===== src/rtl/hamming_pkg.sv =====
// Shared types and constants for the nibble-granular Hamming(7,4) scrubber.
package hamming_pkg;

  localparam int DEFAULT_WIDTH = 128;

  typedef enum logic [1:0] {
    ST_IDLE = 2'd0,
    ST_SCAN = 2'd1,
    ST_DONE = 2'd2
  } state_t;

  // Syndrome bits ordered {s2,s1,s0} to line up with {p2,p1,p0}
  localparam logic [2:0] SYN_NONE = 3'b000;
  localparam logic [2:0] SYN_D0   = 3'b111;
  localparam logic [2:0] SYN_D1   = 3'b011;
  localparam logic [2:0] SYN_D2   = 3'b101;
  localparam logic [2:0] SYN_D3   = 3'b110;
  localparam logic [2:0] SYN_P0   = 3'b001;
  localparam logic [2:0] SYN_P1   = 3'b010;
  localparam logic [2:0] SYN_P2   = 3'b100;

  function automatic logic [2:0] encode_nibble(input logic [3:0] d);
    return {d[0] ^ d[2] ^ d[3], d[0] ^ d[1] ^ d[3], d[0] ^ d[1] ^ d[2]};
  endfunction

endpackage


===== src/rtl/hamming_block_fix.sv =====
// Combinational single-error corrector for one 4-bit data block and its 3 parity bits.
module hamming_block_fix
  import hamming_pkg::*;
(
  input  logic [3:0] i_d,
  input  logic [2:0] i_p,
  output logic [3:0] o_d,
  output logic [2:0] o_p,
  output logic       o_data_err,
  output logic       o_par_err
);

  logic [2:0] w_syn;

  assign w_syn = i_p ^ encode_nibble(i_d);

  // Flip the single bit the syndrome points at and flag which half it was in
  always_comb begin
    o_d        = i_d;
    o_p        = i_p;
    o_data_err = 1'b0;
    o_par_err  = 1'b0;
    case (w_syn)
      SYN_NONE: begin
        o_d = i_d;
      end
      SYN_D0: begin o_d = i_d ^ 4'b0001; o_data_err = 1'b1; end
      SYN_D1: begin o_d = i_d ^ 4'b0010; o_data_err = 1'b1; end
      SYN_D2: begin o_d = i_d ^ 4'b0100; o_data_err = 1'b1; end
      SYN_D3: begin o_d = i_d ^ 4'b1000; o_data_err = 1'b1; end
      SYN_P0: begin o_p = i_p ^ 3'b001; o_par_err = 1'b1; end
      SYN_P1: begin o_p = i_p ^ 3'b010; o_par_err = 1'b1; end
      SYN_P2: begin o_p = i_p ^ 3'b100; o_par_err = 1'b1; end
      default: begin
        o_d = i_d;
        o_p = i_p;
      end
    endcase
  end

endmodule


===== src/rtl/hamming_block_scrubber.sv =====
// Scrubs a captured word one nibble per cycle through a shared corrector, then publishes it.
module hamming_block_scrubber
  import hamming_pkg::*;
#(
  parameter int width       = DEFAULT_WIDTH,
  parameter int blocks      = width / 4,
  parameter int parity_bits = blocks * 3
) (
  input  logic                   clk,
  input  logic                   rst_n,
  input  logic                   start,
  input  logic [width-1:0]       data_in,
  input  logic [parity_bits-1:0] parity_in,
  input  logic                   clr_cnt,
  output logic                   busy,
  output logic                   done,
  output logic [width-1:0]       data_out,
  output logic [parity_bits-1:0] parity_out,
  output logic [7:0]             data_err_cnt,
  output logic [7:0]             par_err_cnt
);

  localparam int IDX_W = (blocks > 1) ? $clog2(blocks) : 1;
  localparam logic [IDX_W-1:0] LAST_IDX = IDX_W'(blocks - 1);

  state_t                 r_state;
  logic [IDX_W-1:0]       r_idx;
  logic [width-1:0]       r_work_data;
  logic [parity_bits-1:0] r_work_par;
  logic                   r_busy;
  logic                   r_done;
  logic [width-1:0]       r_data_out;
  logic [parity_bits-1:0] r_par_out;
  logic [7:0]             r_data_cnt;
  logic [7:0]             r_par_cnt;

  logic [3:0] w_d;
  logic [2:0] w_p;
  logic [3:0] w_d_fix;
  logic [2:0] w_p_fix;
  logic       w_data_err;
  logic       w_par_err;

  assign w_d = r_work_data[r_idx*4 +: 4];
  assign w_p = r_work_par[r_idx*3 +: 3];

  hamming_block_fix u_fix (
    .i_d        (w_d),
    .i_p        (w_p),
    .o_d        (w_d_fix),
    .o_p        (w_p_fix),
    .o_data_err (w_data_err),
    .o_par_err  (w_par_err)
  );

  // Scrub sequencer: capture, walk the blocks, publish
  always_ff @(posedge clk or negedge rst_n) begin
    if (!rst_n) begin
      r_state     <= ST_IDLE;
      r_idx       <= '0;
      r_work_data <= '0;
      r_work_par  <= '0;
      r_busy      <= 1'b0;
      r_done      <= 1'b0;
      r_data_out  <= '0;
      r_par_out   <= '0;
    end else begin
      r_done <= 1'b0;
      case (r_state)
        ST_IDLE: begin
          if (start) begin
            r_work_data <= data_in;
            r_work_par  <= parity_in;
            r_idx       <= '0;
            r_busy      <= 1'b1;
            r_state     <= ST_SCAN;
          end else begin
            r_state <= ST_IDLE;
          end
        end
        ST_SCAN: begin
          r_work_data[r_idx*4 +: 4] <= w_d_fix;
          r_work_par[r_idx*3 +: 3]  <= w_p_fix;
          if (r_idx == LAST_IDX) begin
            r_state <= ST_DONE;
          end else begin
            r_idx <= r_idx + IDX_W'(1);
          end
        end
        ST_DONE: begin
          r_done     <= 1'b1;
          r_data_out <= r_work_data;
          r_par_out  <= r_work_par;
          r_busy     <= 1'b0;
          r_state    <= ST_IDLE;
        end
        default: begin
          r_busy  <= 1'b0;
          r_state <= ST_IDLE;
        end
      endcase
    end
  end

  // Cumulative saturating error counters; a clear beats a same-cycle increment
  always_ff @(posedge clk or negedge rst_n) begin
    if (!rst_n) begin
      r_data_cnt <= 8'd0;
      r_par_cnt  <= 8'd0;
    end else if (clr_cnt) begin
      r_data_cnt <= 8'd0;
      r_par_cnt  <= 8'd0;
    end else if (r_state == ST_SCAN) begin
      if (w_data_err && (r_data_cnt != 8'hFF)) begin
        r_data_cnt <= r_data_cnt + 8'd1;
      end
      if (w_par_err && (r_par_cnt != 8'hFF)) begin
        r_par_cnt <= r_par_cnt + 8'd1;
      end
    end
  end

  assign busy         = r_busy;
  assign done         = r_done;
  assign data_out     = r_data_out;
  assign parity_out   = r_par_out;
  assign data_err_cnt = r_data_cnt;
  assign par_err_cnt  = r_par_cnt;

endmodule


===== config.mk =====
export PLATFORM = sky130hd
export DESIGN_NAME = hamming_block_scrubber
export DESIGN_NICKNAME = d
export VERILOG_FILES = /design/src/rtl/hamming_pkg.sv /design/src/rtl/hamming_block_fix.sv /design/src/rtl/hamming_block_scrubber.sv
export SDC_FILE = /design/constraint.sdc
export NUM_CORES = 1
export LEC_CHECK = 0
export ABC_AREA = 1
export BUFFER_PORTS_ARGS = -buffer_cell sky130_fd_sc_hd__clkbuf_2
export CAP_MARGIN = 40
export CORE_MARGIN = 2
export CORE_UTILIZATION = 50
export DETAILED_ROUTE_END_ITERATION = 8
export PLACE_DENSITY = 0.78
export SLEW_MARGIN = 0
export SYNTH_ARGS = -nofsm -noshare
export SYNTH_HDL_FRONTEND = slang
export SYNTH_SLANG_ARGS = --single-unit
export TNS_END_PERCENT = 5

===== constraint.sdc =====
create_clock -name clk -period 5.6 [get_ports clk]
set_clock_uncertainty 0.1 [all_clocks]
set_input_delay 0.84 -clock clk [delete_from_list [all_inputs] [get_ports clk]]
set_output_delay 0.84 -clock clk [all_outputs]
set_load 0.1 [all_outputs]

==> results.md <==
- Gate Count Post-Synth: 3130
- Bufs and invs on worst path: 4
- Unrepaired setup endpoints after global routing: no
- CP max stage cell: dfrtp_4
- Fin util: about three fifths
- Starting Density: approximately 51%
- CP max stage delay: 920 ps
- Seq cells post-synth: between 400 and 500
- Final WS setup: slightly below 1000 ps
- Worst-path cell chain: inv_2, buf_4, nand2_1, nand3_1, nand2_1, nand2_1, nand2_1, nand2_1, nand2_1, inv_1, nand2_1, nand2_1, nand2_1, inv_1, nand2_1, nand2_2, nor2_4, nand2_1, nand2_1, nand2_2, nor3_4, nand3_1, o211ai_1
- Setup crit end: r_work_par[41]
- Sequential-to-total area share from yosys stat: roughly half
- Die Wd: roughly 220 um
- Synthesized area: between 20000 and 25000 sq um
- Highest routed metal layer: met5
- Final wirelength: ~90 mm
- CP required: ~6000 ps
- Fin crit share: 82.5%
- PostCTS Resize Cnt: 0
- Post-Syn Nets: 3366
- H-tree lvl count: 2
- Ys Warns: 0
- Number of global-route vias before repair: between 20000 and 25000
- Post-detail-place hpwl: between 60 and 70 mm
- Top FF cell, synth: dfrtp_1
- Register area: 11800 sq um
- Port bufs: 469
- Share of cells above drive strength 1: 18.2%
- Most instantiated cells after synthesis: nand2_1, dfrtp_1, inv_1
- Final hold vios: 0
- CP dominant cell by count: nand2_1
- Area delta synth->final: 18.8%
- CP Capture Type: register
- Slew Limit Fails: 0
- # setup viols final: 0
- Setup_tns: 0 ps
- Worst path arrival time: slightly above 5000 ps
- FFs w/ async S/R, synth: between 90% and 100%
- Post-CTS Hold Buffers: 0
- Vias: around 25000
- Crit path max-delay family: simple AND/OR/NAND/NOR gates
- # clock sinks: roughly 470
- Met1 Wirelength: between 30 and 40 mm
- Pin count of the biggest net entering global routing: roughly 170
- CP Launch Point: r_idx[0]
- Max-slew headroom: approximately 35%
- CP Depth: 23
- Hold Crit Class: in2async
- Detailed Route Iter0 Violations: ~3600
- Rows: 80
- CTS tree: yes
- Inserted Clock Buffers: 50
- Mean area per synthesized cell: 7.72 sq um
- Post-synth EDFFs: 0
- Routability Congestion: 1.03
- Crit Path Category: reg2reg
- CP Launch Type: register
- Status: finished, final reports clean
- R2r endpoint: r_work_par[41]
- Clk buf depth: 3
- DRC: 0
- First-pass GRT wire length: approximately 140 mm
- Worst r2r src: r_idx[0]
- Die Area: about 50000 sq um
- Total grt overflow: 0
- Drt wl/cell: 21.9 um
- Clock latency on the worst-skew pair: 610 ps
- Core Box Area: ~48000 sq um
- Highest clock rate: 0.216 GHz
- DP Worst Slack: 1180 ps
- GRT Util Overall: a little over a third
- Worst-path clk slew: roughly 70 ps
- # IOs: 470
- NumNets Final: roughly 3800
- Post-route ant nets: 0
- R2R depth: 23
- Largest cells by area after synthesis: dfrtp_1, nand2_1, nand3_1, o21ai_0, inv_1
- R2R Setup Slk: 980 ps
- # Post-CTS Setup Buffers: 0
- Met2 wire len: approximately 38 mm
- Vias per cell: a little under 6
- Post-layout min period: around 4600 ps
- Worst-path fanout max: approximately 70
- # Max-Cap Violations: 0
- TritonRoute pass-1 iters: 7
- Synth top area share: a little under 50%
- Leading area contributor after synthesis: dfrtp_1
- Multi-input gate area: ~10000 sq um
- Root Buffer: clkbuf_16
- Library cells used by synthesis: 44
- Top-count cell post-synth: nand2_1
- Routed wl met3: ~12 mm
- Initial antenna violation count: 4
- Worst Tran Pin Value: around 980 ps
- Layout fillers: 4267
- Die Height: around 220 um
[per-layer routing]
metal	vias up	global-route usage, %
met5	-	0
met4	6	16.3
met3	289	10.2
met2	1665	51.4
met1	11600	50.3
li1	11100	-
[how the worst min path moves through the flow]
stage               startpoint              end  slack, ps
3_5_place_dp     parity_out[9]    parity_out[9]        360
6_report                 rst_n   parity_out[42]        200
5_1_grt                  rst_n   parity_out[42]        270
3_3_place_gp    parity_out[61]   parity_out[61]        360
2_1_floorplan  r_work_data[76]  r_work_data[76]        350
4_1_cts                  rst_n   parity_out[44]        250
[area by class of cell]
class,instances,area share [%]
Multi-Input combinational cell,2134,35.5
Antenna cell,1,0.00872
Tap cell,615,2.68
Timing Repair Buffer,506,9.61
Clock inverter,24,0.976
Clock buffer,68,5.20
Inverter,359,4.75
Sequential cell,473,41.2
[per-stage QoR]
step / hold WS, ps / instance area, sq um / std cells
6_report: 202 / 28700 / 4180
4_1_cts: 250 / 28700 / 4179
3_3_place_gp: 355 / 26900 / 4084
2_1_floorplan: 349 / 24200 / 3130
5_1_grt: 265 / 28700 / 4180
3_5_place_dp: 359 / 26900 / 4087
[cells in the final DEF, fill, tap and decap left out, types with 5 or more instances in the layout]
| cell type | Yosys | routed |
|---|---|---|
| o21ai_0 | 279 | 279 |
| nor2_1 | 230 | 229 |
| nand3_1 | 306 | 306 |
| clkbuf_2 | 0 | 468 |
| dfrtp_1 | 473 | 471 |
| ha_1 | 8 | 8 |
| inv_1 | 349 | 348 |
| nand2_2 | 15 | 15 |
| a22oi_1 | 27 | 27 |
| clkbuf_16 | 0 | 53 |
| xor2_1 | 9 | 9 |
| nand2_1 | 830 | 830 |
| o31ai_1 | 8 | 8 |
| o21ai_1 | 17 | 17 |
| o211ai_1 | 68 | 68 |
| nand4_1 | 28 | 28 |
| a21oi_1 | 163 | 163 |
| nor3_1 | 24 | 24 |
| clkbuf_8 | 0 | 11 |
| bufinv_16 | 0 | 6 |
| clkinv_2 | 0 | 14 |
| o21bai_1 | 7 | 7 |
| o221ai_1 | 46 | 46 |
| buf_4 | 13 | 29 |
| o21a_1 | 15 | 15 |
| a31oi_1 | 18 | 18 |
| nor2_2 | 6 | 7 |
| nand3_2 | 5 | 5 |
| buf_12 | 0 | 5 |
| nor2_4 | 5 | 5 |
[sequential cells by signal, indices dropped and copies added (netlist names)]
name / count
r_state: 2
busy: 1
r_idx: 5
data_out: 128
par_err_cnt: 8
r_work_data: 128
parity_out: 96
done: 1
data_err_cnt: 8
r_work_par: 96
[logic make-up (layout without fill, tap and decap cells)]
| kind of cell | count (synthesis) | in the layout | share of synthesized area (%) |
|---|---|---|---|
| AOI/OAI and AO/OA | 657 | 657 | 15.8 |
| xor gates and xnor gates | 12 | 12 | 0.497 |
| and+or+nand+nor | 1457 | 1457 | 25.4 |
| other | 0 | 1 | 0 |
| adders and majority gates | 8 | 8 | 0.414 |
| DFF | 473 | 473 | 49.0 |
| buffers and inverters | 523 | 957 | 8.87 |
Power is not shown: default switching activity piles up to over one toggle a cycle in this logic, so the estimate is an artifact.
